**src/rtl/parity_scan_ctrl.sv**
```systemverilog
// Serial nibble-parity scanner: captures a 4*NIB-bit word on start, shifts it out LSB first and
// publishes per-nibble parity flags plus E/O glyphs. Optional whole-word total under PARITY_TOTAL_EN.
module parity_scan_ctrl #(
    parameter int          NIB       = 4,
    parameter logic [6:0]  SEG_EVEN  = 7'b0000110,
    parameter logic [6:0]  SEG_ODD   = 7'b1000000,
    parameter logic [6:0]  SEG_BLANK = 7'b1111111
) (
    input  logic               clk,
    input  logic               rst_n,
    input  logic               start,
    input  logic [4*NIB-1:0]   data_in,
    output logic               busy,
    output logic               done,
    output logic [NIB-1:0]     par_out,
    output logic [7*NIB-1:0]   hex_out,
`ifdef PARITY_TOTAL_EN
    output logic               par_total,
    output logic [6:0]         hex_total,
`endif
    output logic               o_dbg_state
);

    localparam int W  = 4 * NIB;
    localparam int CW = $clog2(W);

    // Handshake: start is taken on any edge where the FSM is IDLE (including the done cycle);
    // busy is high for exactly W cycles afterwards, then done pulses for one cycle with results.
    typedef enum logic {
        S_IDLE = 1'b0,
        S_SCAN = 1'b1
    } state_t;

    state_t            r_state;
    state_t            w_state_next;
    logic              w_accept;
    logic              w_scan_last;

    logic [W-1:0]      r_sreg;
    logic [CW-1:0]     r_cnt;
    logic              r_acc;
    logic [NIB-1:0]    r_slot;
    logic [NIB-1:0]    r_par;
    logic [7*NIB-1:0]  r_hex;
    logic              r_done;

    logic              w_bit;
    logic              w_nib_par;
    logic              w_nib_end;
    logic [CW-1:0]     w_nib_idx;
    logic [NIB-1:0]    w_slot_next;
    logic [7*NIB-1:0]  w_hex_next;

    // ------------------------------------------------------------------
    // FSM
    // ------------------------------------------------------------------
    always_ff @(posedge clk) begin
        if (!rst_n) begin
            r_state <= S_IDLE;
        end else begin
            r_state <= w_state_next;
        end
    end

    always_comb begin
        w_state_next = r_state;
        w_accept     = 1'b0;
        w_scan_last  = 1'b0;
        case (r_state)
            S_IDLE: begin
                if (start) begin
                    w_accept     = 1'b1;
                    w_state_next = S_SCAN;
                end
            end
            S_SCAN: begin
                if (r_cnt == CW'(W - 1)) begin
                    w_scan_last  = 1'b1;
                    w_state_next = S_IDLE;
                end
            end
            default: begin
                w_state_next = S_IDLE;
            end
        endcase
    end

    // ------------------------------------------------------------------
    // Bit-serial parity datapath
    // ------------------------------------------------------------------
    assign w_bit     = r_sreg[0];
    assign w_nib_par = r_acc ^ w_bit;
    assign w_nib_end = (r_cnt[1:0] == 2'b11);
    assign w_nib_idx = r_cnt >> 2;

    // Slot view including the nibble that closes on this edge, so the final
    // nibble is part of the published result on the completion edge.
    always_comb begin
        w_slot_next = r_slot;
        for (int k = 0; k < NIB; k++) begin
            if (w_nib_end && (w_nib_idx == CW'(k))) begin
                w_slot_next[k] = w_nib_par;
            end
        end
    end

    always_comb begin
        w_hex_next = '0;
        for (int k = 0; k < NIB; k++) begin
            w_hex_next[7*k +: 7] = w_slot_next[k] ? SEG_ODD : SEG_EVEN;
        end
    end

    always_ff @(posedge clk) begin
        if (!rst_n) begin
            r_sreg <= '0;
            r_cnt  <= '0;
            r_acc  <= 1'b0;
            r_slot <= '0;
            r_par  <= '0;
            r_hex  <= {NIB{SEG_BLANK}};
            r_done <= 1'b0;
        end else begin
            r_done <= 1'b0;
            if (w_accept) begin
                r_sreg <= data_in;
                r_cnt  <= '0;
                r_acc  <= 1'b0;
                r_slot <= '0;
            end else if (r_state == S_SCAN) begin
                r_sreg <= r_sreg >> 1;
                r_cnt  <= r_cnt + CW'(1);
                r_acc  <= w_nib_end ? 1'b0 : w_nib_par;
                r_slot <= w_slot_next;
                if (w_scan_last) begin
                    r_cnt  <= '0;
                    r_par  <= w_slot_next;
                    r_hex  <= w_hex_next;
                    r_done <= 1'b1;
                end
            end
        end
    end

`ifdef PARITY_TOTAL_EN
    logic       r_ptot;
    logic [6:0] r_htot;
    logic       w_total;

    assign w_total = ^w_slot_next;

    always_ff @(posedge clk) begin
        if (!rst_n) begin
            r_ptot <= 1'b0;
            r_htot <= SEG_BLANK;
        end else if ((r_state == S_SCAN) && w_scan_last) begin
            r_ptot <= w_total;
            r_htot <= w_total ? SEG_ODD : SEG_EVEN;
        end
    end

    assign par_total = r_ptot;
    assign hex_total = r_htot;
`endif

    assign busy        = (r_state == S_SCAN);
    assign done        = r_done;
    assign par_out     = r_par;
    assign hex_out     = r_hex;
    assign o_dbg_state = r_state;

endmodule

```
**config.mk**
```make
export PLATFORM = sky130hd
export DESIGN_NAME = parity_scan_ctrl
export DESIGN_NICKNAME = d
export VERILOG_FILES = /design/src/rtl/parity_scan_ctrl.sv
export SDC_FILE = /design/constraint.sdc
export NUM_CORES = 1
export LEC_CHECK = 0
export BUFFER_PORTS_ARGS = -buffer_cell sky130_fd_sc_hd__buf_2
export CAP_MARGIN = 20
export CORE_MARGIN = 2
export CORE_UTILIZATION = 50
export DETAILED_ROUTE_END_ITERATION = 6
export GPL_ROUTABILITY_DRIVEN = 0
export PLACE_DENSITY_LB_ADDON = 0.25
export SYNTH_ARGS = -nofsm -noshare
export SYNTH_HDL_FRONTEND = slang
export SYNTH_SLANG_ARGS = --single-unit
```
**constraint.sdc**
```tcl
create_clock -name clk -period 1.8 [get_ports clk]
set_input_delay 0.27 -clock clk [delete_from_list [all_inputs] [get_ports clk]]
set_output_delay 0.27 -clock clk [all_outputs]
set_load 0.005 [all_outputs]
```
==> results.tsv, run 1 <==
metric	value	unit
run status	complete, no violations	
maximum clock insertion buffer count	2	
crit-path cells	ha_1 -> nand2_1 -> or4b_1 -> a31oi_1	
FMAX	0.652	GHz
initial antenna violation count	0	
RSZ-0062 raised after global routing	false	
Hold Crit Class	in2reg	
total CTS buffers	5	
CP Class	reg2reg	
Final #Nets	258	
pin count of the biggest net entering global routing	33	
number of max-cap violations	0	
Post-CTS Hold Buffers	0	
vias in the first global route	1318	
Crit path arrival time	1.82	ns
final worst slack	0.265	ns
final worst path period need	1.53	ns
post-cts sizing count	0	
maximum VDD drop	0.510	mV
DRC	0	
layout cell share with drive strength beyond 1	0.326	
Layout Cells excl Fill	285	
TNS Setup	0	ns
post-route ant nets	0	
num rows	21	
Mean Syn Cell Area	8.55	um^2
Vias/cell	5.00	
Clock Power Share	0.319	
Hold Violations, Final	0	
routed via count	1424	
register bit total from synthesis	39	
# diodes	0	
H-Tree Depth	2	
Die Height	63.7	um
Worst Max-Slew Pin Slew	0.481	ns
grt ovf	0	
Hold WS	0.141	ns
Pins Over Slew Limit	0	
peak fanout along the critical path	9	
skew final	0.0100	ns
worst slack at placement	0.289	ns
largest family of logic cells by synthesized area	simple AND/OR/NAND/NOR gates	
CP Capture Type	flop	
Syn Inst Count	208	
number of flops mapped to enable cells by yosys	0	
Unique masters post-synth	33	
Die ar.	4050	um^2
Critical Path RT	2.08	ns
Primary FF master, synth	dfxtp_1	
Slew HR	0.679	
cell area after layout	1990	um^2
xor/xnor share of the synthesized area	0.0141	
crit path max-delay cell type	or4b_1	
placed cells	277	
drt total wl	3270	um
startpoint types	flop	
Net Sw Frac	0.240	
clock slew at reported path FFs	0.11	ns
simple-gate area share of the yosys netlist	0.171	
adder-cell share of the synthesized area	0.00703	
CTS sink count	39	
initial DRC count	87	
buffers added on ports	53	
sequential area share after synthesis	0.439	
Area Growth Syn to Fin	12.0	%
DP HPWL	2260	um
async set-or-reset flop fraction in the synthesized netlist	0	
First-pass DRT Iterations	4	
period utilisation layout	0.853	
first-pass GRT wire length	5760	um
Skew-Pair Late Insertion Delay	0.35	ns
CTS tree	done	
delay of the slowest critical-path stage	0.47	ns
Switching Power	0.378	mW
routed len/inst	11.5	um
final setup fails	0	
PD cells	792	nW/um^2
IO Count	54	
yosys synthesis warning count	0	
Initial Util	0.525	
Compound-Gate Fraction of Synth Area	0.137	
Post-DP Area	1920	um^2
core box area	3390	um^2
post-synthesis mux area share	0.0985	
Post-CTS Setup Inserts	0	
total track usage	0.181	
Int Pwr	1.20	mW
combinational share of power	0.099	
Leak	0.820	nW
cell area after synthesis	1780	um^2
Root Driver	clkbuf_4	
post-synth net total	228	
Die X	63.7	um
Reg power frac	0.582	
sequential cells by signal, indices dropped and copies added, names as in the netlist:
register	count
busy	1
r_cnt	4
r_acc	1
par_out	4
r_sreg	16
hex_out	9
r_slot	3
done	1
cells in the mapped netlist (2+ instances only):
library cell,instances,area share
a211oi_1,4,0.017
a21oi_1,22,0.062
a31oi_1,4,0.014
buf_1,2,0.0042
buf_2,7,0.020
buf_4,20,0.084
clkbuf_1,6,0.013
dfxtp_1,39,0.44
inv_1,6,0.013
mux2_2,12,0.076
mux2i_1,4,0.023
nand2_1,42,0.089
nand3_1,2,0.0056
nor2_1,12,0.025
nor3_1,2,0.0056
nor3b_1,2,0.0084
o211ai_1,4,0.017
o21ai_0,3,0.0084
cells in the final DEF (no fill, tap or decap), types with 2 or more instances in the layout:
cell / n
o21ai_0: 3
nor2_1: 12
nor3_1: 2
clkbuf_4: 5
a21oi_1: 22
dfxtp_1: 39
buf_4: 5
a31oi_1: 4
nor3b_1: 2
mux2i_1: 4
buf_2: 53
inv_1: 6
o211ai_1: 4
clkbuf_8: 2
mux2_2: 12
nand2_1: 42
a211oi_1: 4
nand3_1: 2
per-layer routing:
layer  global-route usage  wire length [um]
met2                0.297              1480
met3               0.0464               213
met5                    0                 0
met1                0.217              1510
met4               0.0897                64
critical path: cells and delay by family (launching register included):
kind / cells / cell delay (ns)
compound gates: 1 / 0.16
flops: 1 / 0.40
fa+ha+maj: 1 / 0.34
simple gates: 2 / 0.57
power by group through the flow:
stage / Sequential (mW) / Clock, mW / Combinational, mW
after floorplan: 0.927 / 0 / 0.122
after global placement: 0.937 / 0 / 0.155
after detailed placement: 0.938 / 0 / 0.157
after CTS: 0.919 / 0.516 / 0.158
after global routing: 0.925 / 0.566 / 0.178
final: 0.919 / 0.503 / 0.156
cells by family (layout without fill, tap and decap cells):
kind of cell | Yosys count | after routing
buffers and inverters | 41 | 72
muxes | 16 | 16
and+or+nand+nor | 68 | 68
AOI/OAI and AO/OA | 41 | 41
xor gates and xnor gates | 2 | 2
DFF | 39 | 39
adders and majority gates | 1 | 1
stage by stage:
| step | util | power (mW) |
|---|---|---|
| global route | 0.588 | 1.67 |
| CTS | 0.588 | 1.59 |
| detailed placement | 0.568 | 1.10 |
| global placement | 0.568 | 1.09 |
| finish | 0.588 | 1.58 |
| floorplan | - | 1.05 |
path summary, 6_finish.rpt:
kind | startpoint | endpoint | slack, ns | depth (start not counted)
max | r_cnt[0] | r_slot[1] | 0.27 | 4
min | rst_n | hex_out[26] | 0.14 | 2
max reg2reg | r_cnt[0] | r_slot[1] | 0.27 | 4
min reg2reg | r_sreg[10] | r_sreg[9] | 0.47 | 2
area by class of cell:
class / instances / area [um^2]
well taps: 46 / 57.6
clock buffers: 8 / 68.8
repair buffers: 58 / 303
multi-input cells: 128 / 761
inverters: 6 / 22.5
fillers: 312 / 1400
flip-flops and latches: 39 / 781
Note: power is estimated with default switching activity, not from simulation.
==> inputs of run 2 (changes only) <==
--- a/config.mk
+++ b/config.mk
@@ -7,8 +7,10 @@
 export LEC_CHECK = 0
 export BUFFER_PORTS_ARGS = -buffer_cell sky130_fd_sc_hd__buf_2
 export CAP_MARGIN = 20
+export CELL_PAD_IN_SITES_DETAIL_PLACEMENT = 0
+export CELL_PAD_IN_SITES_GLOBAL_PLACEMENT = 1
 export CORE_MARGIN = 2
-export CORE_UTILIZATION = 50
+export CORE_UTILIZATION = 37
 export DETAILED_ROUTE_END_ITERATION = 6
 export GPL_ROUTABILITY_DRIVEN = 0
 export PLACE_DENSITY_LB_ADDON = 0.25
==> run 2 against run 1 <==
Clock power rose by 16%. Register-to-register slack got worse by 0.02 ns. Largest power group unchanged. Final area rose by 2.2%. Clock-buffer cell count fell by 2. Fmax fell by 1.1%. Non-clock buffer count rose by 2. Setup slack got worse by 0.017 ns. Die area rose by 33%. Cell count rose by 3.2%. Worst hold slack improved by 0.077 ns. Clock skew fell by 0.0038 ns.
==> results.tsv, run 2 (synthesis results as in run 1) <==
metric	value	unit
Pins Over Slew Limit	0	
IO Count	54	
skew final	0.00627	ns
final worst slack	0.249	ns
post-route ant nets	0	
Critical Path RT	2.01	ns
Skew-Pair Late Insertion Delay	0.28	ns
Crit path arrival time	1.76	ns
H-Tree Depth	2	
Multi-input gate area	761	um^2
DRC	0	
layout cell share with drive strength beyond 1	0.333	
Die ar.	5380	um^2
Buf/Inv on CP	0	
Hold EP	hex_out[26]	
placed cells	287	
grt ovf	0	
most frequent cells in the layout	buf_2, nand2_1, dfxtp_1, a21oi_1	
CTS tree	done	
Final #Nets	260	
Vias/cell	4.84	
initial DRC count	47	
crit-path cells	ha_1 -> nand2_1 -> or4b_1 -> a31oi_1	
CTS sink count	39	
number of max-cap violations	0	
CP Class	reg2reg	
startpoint types	flop	
FMAX	0.645	GHz
# diodes	0	
setup slack, reg-to-reg	0.25	ns
maximum VDD drop	0.499	mV
FF-to-FF Start	r_cnt[0]	
peak fanout along the critical path	9	
hold path start	rst_n	
total track usage	0.133	
RR Endpoint	r_slot[1]	
vias in the first global route	1296	
Die Height	73.3	um
Post-CTS Hold Buffers	0	
Layout Cells excl Fill	294	
fillcell total	488	
Root Driver	clkbuf_8	
First-pass DRT Iterations	4	
total CTS buffers	5	
max reg flops	16	
WHS Path Cells	2	
Post-CTS Setup Inserts	0	
PD cells	815	nW/um^2
Die X	73.3	um
Hold WS	0.218	ns
crit path max-delay cell type	or4b_1	
buffers added on ports	53	
TNS Setup	0	ns
Hold Crit Class	in2reg	
CP Capture Type	flop	
delay of the slowest critical-path stage	0.48	ns
num rows	25	
first-pass GRT wire length	5640	um
Area Growth Syn to Fin	14.5	%
core box area	4690	um^2
Hold Violations, Final	0	
clock slew at reported path FFs	0.07	ns
DP HPWL	2360	um
maximum clock insertion buffer count	2	
routed via count	1424	
Slew HR	0.684	
reg2reg path depth	4	
run status	complete, no violations	
Initial Util	0.379	
final worst path period need	1.55	ns
FF/Latch Area	781	um^2
routed len/inst	11.6	um
final setup fails	0	
drt total wl	3400	um
post-cts sizing count	0	
Biggest register	r_sreg	
Leak	0.838	nW
commonest non-fill, non-tap cell in the layout	buf_2	
Pwr Total	1.66	mW
period utilisation layout	0.862	
pin count of the biggest net entering global routing	32	
Top delay family on crit path	simple AND/OR/NAND/NOR gates	
RSZ-0062 raised after global routing	false	
worst slack at placement	0.255	ns
initial antenna violation count	0	
Worst Max-Slew Pin Slew	0.474	ns
-- run 2: cell count changes in the layout (fill, tap and decap cells not counted), sizes merged --
cell    previous run  this run
buf               58        60
clkbuf             8         6
clkinv             0         1
-- run 2: final cells by class --
cell class | instances | share of cell area
Clock buffer | 6 | 0.0405
Sequential cell | 39 | 0.383
Tap cell | 54 | 0.0332
Clock inverter | 1 | 0.00246
Multi-Input combinational cell | 128 | 0.373
Inverter | 6 | 0.0111
Timing Repair Buffer | 60 | 0.156
-- run 2: metrics by stage --
step	cell area [um^2]	util
2_1_floorplan	1780	-
3_3_place_gp	1950	0.415
3_5_place_dp	1950	0.415
4_1_cts	2040	0.434
5_1_grt	2040	0.434
6_report	2040	0.434
-- run 2: per-layer routing --
layer / GRT usage / vias up / wire, um
li1: - / 743 / -
met5: 0 / - / 0
met4: 0.0424 / 0 / 29
met2: 0.226 / 42 / 1530
met1: 0.158 / 635 / 1630
met3: 0.0466 / 4 / 206
-- run 2: worst max-delay path by stage --
stage,from,to,slack (ns),cells past startpoint
after floorplan,r_cnt[0],hex_out[20],0.35,6
after global placement,r_cnt[0],r_slot[1],0.30,4
after detailed placement,r_cnt[0],r_slot[1],0.26,4
after CTS,r_cnt[0],r_slot[1],0.24,4
after global routing,r_cnt[0],r_slot[1],0.13,4
final,r_cnt[0],r_slot[1],0.25,4
-- run 2: power breakdown --
group | internal (mW) | total, mW | switching, mW
clock network | 0.300 | 0.583 | 0.282
registers | 0.894 | 0.919 | 0.0250
logic | 0.0780 | 0.159 | 0.0810
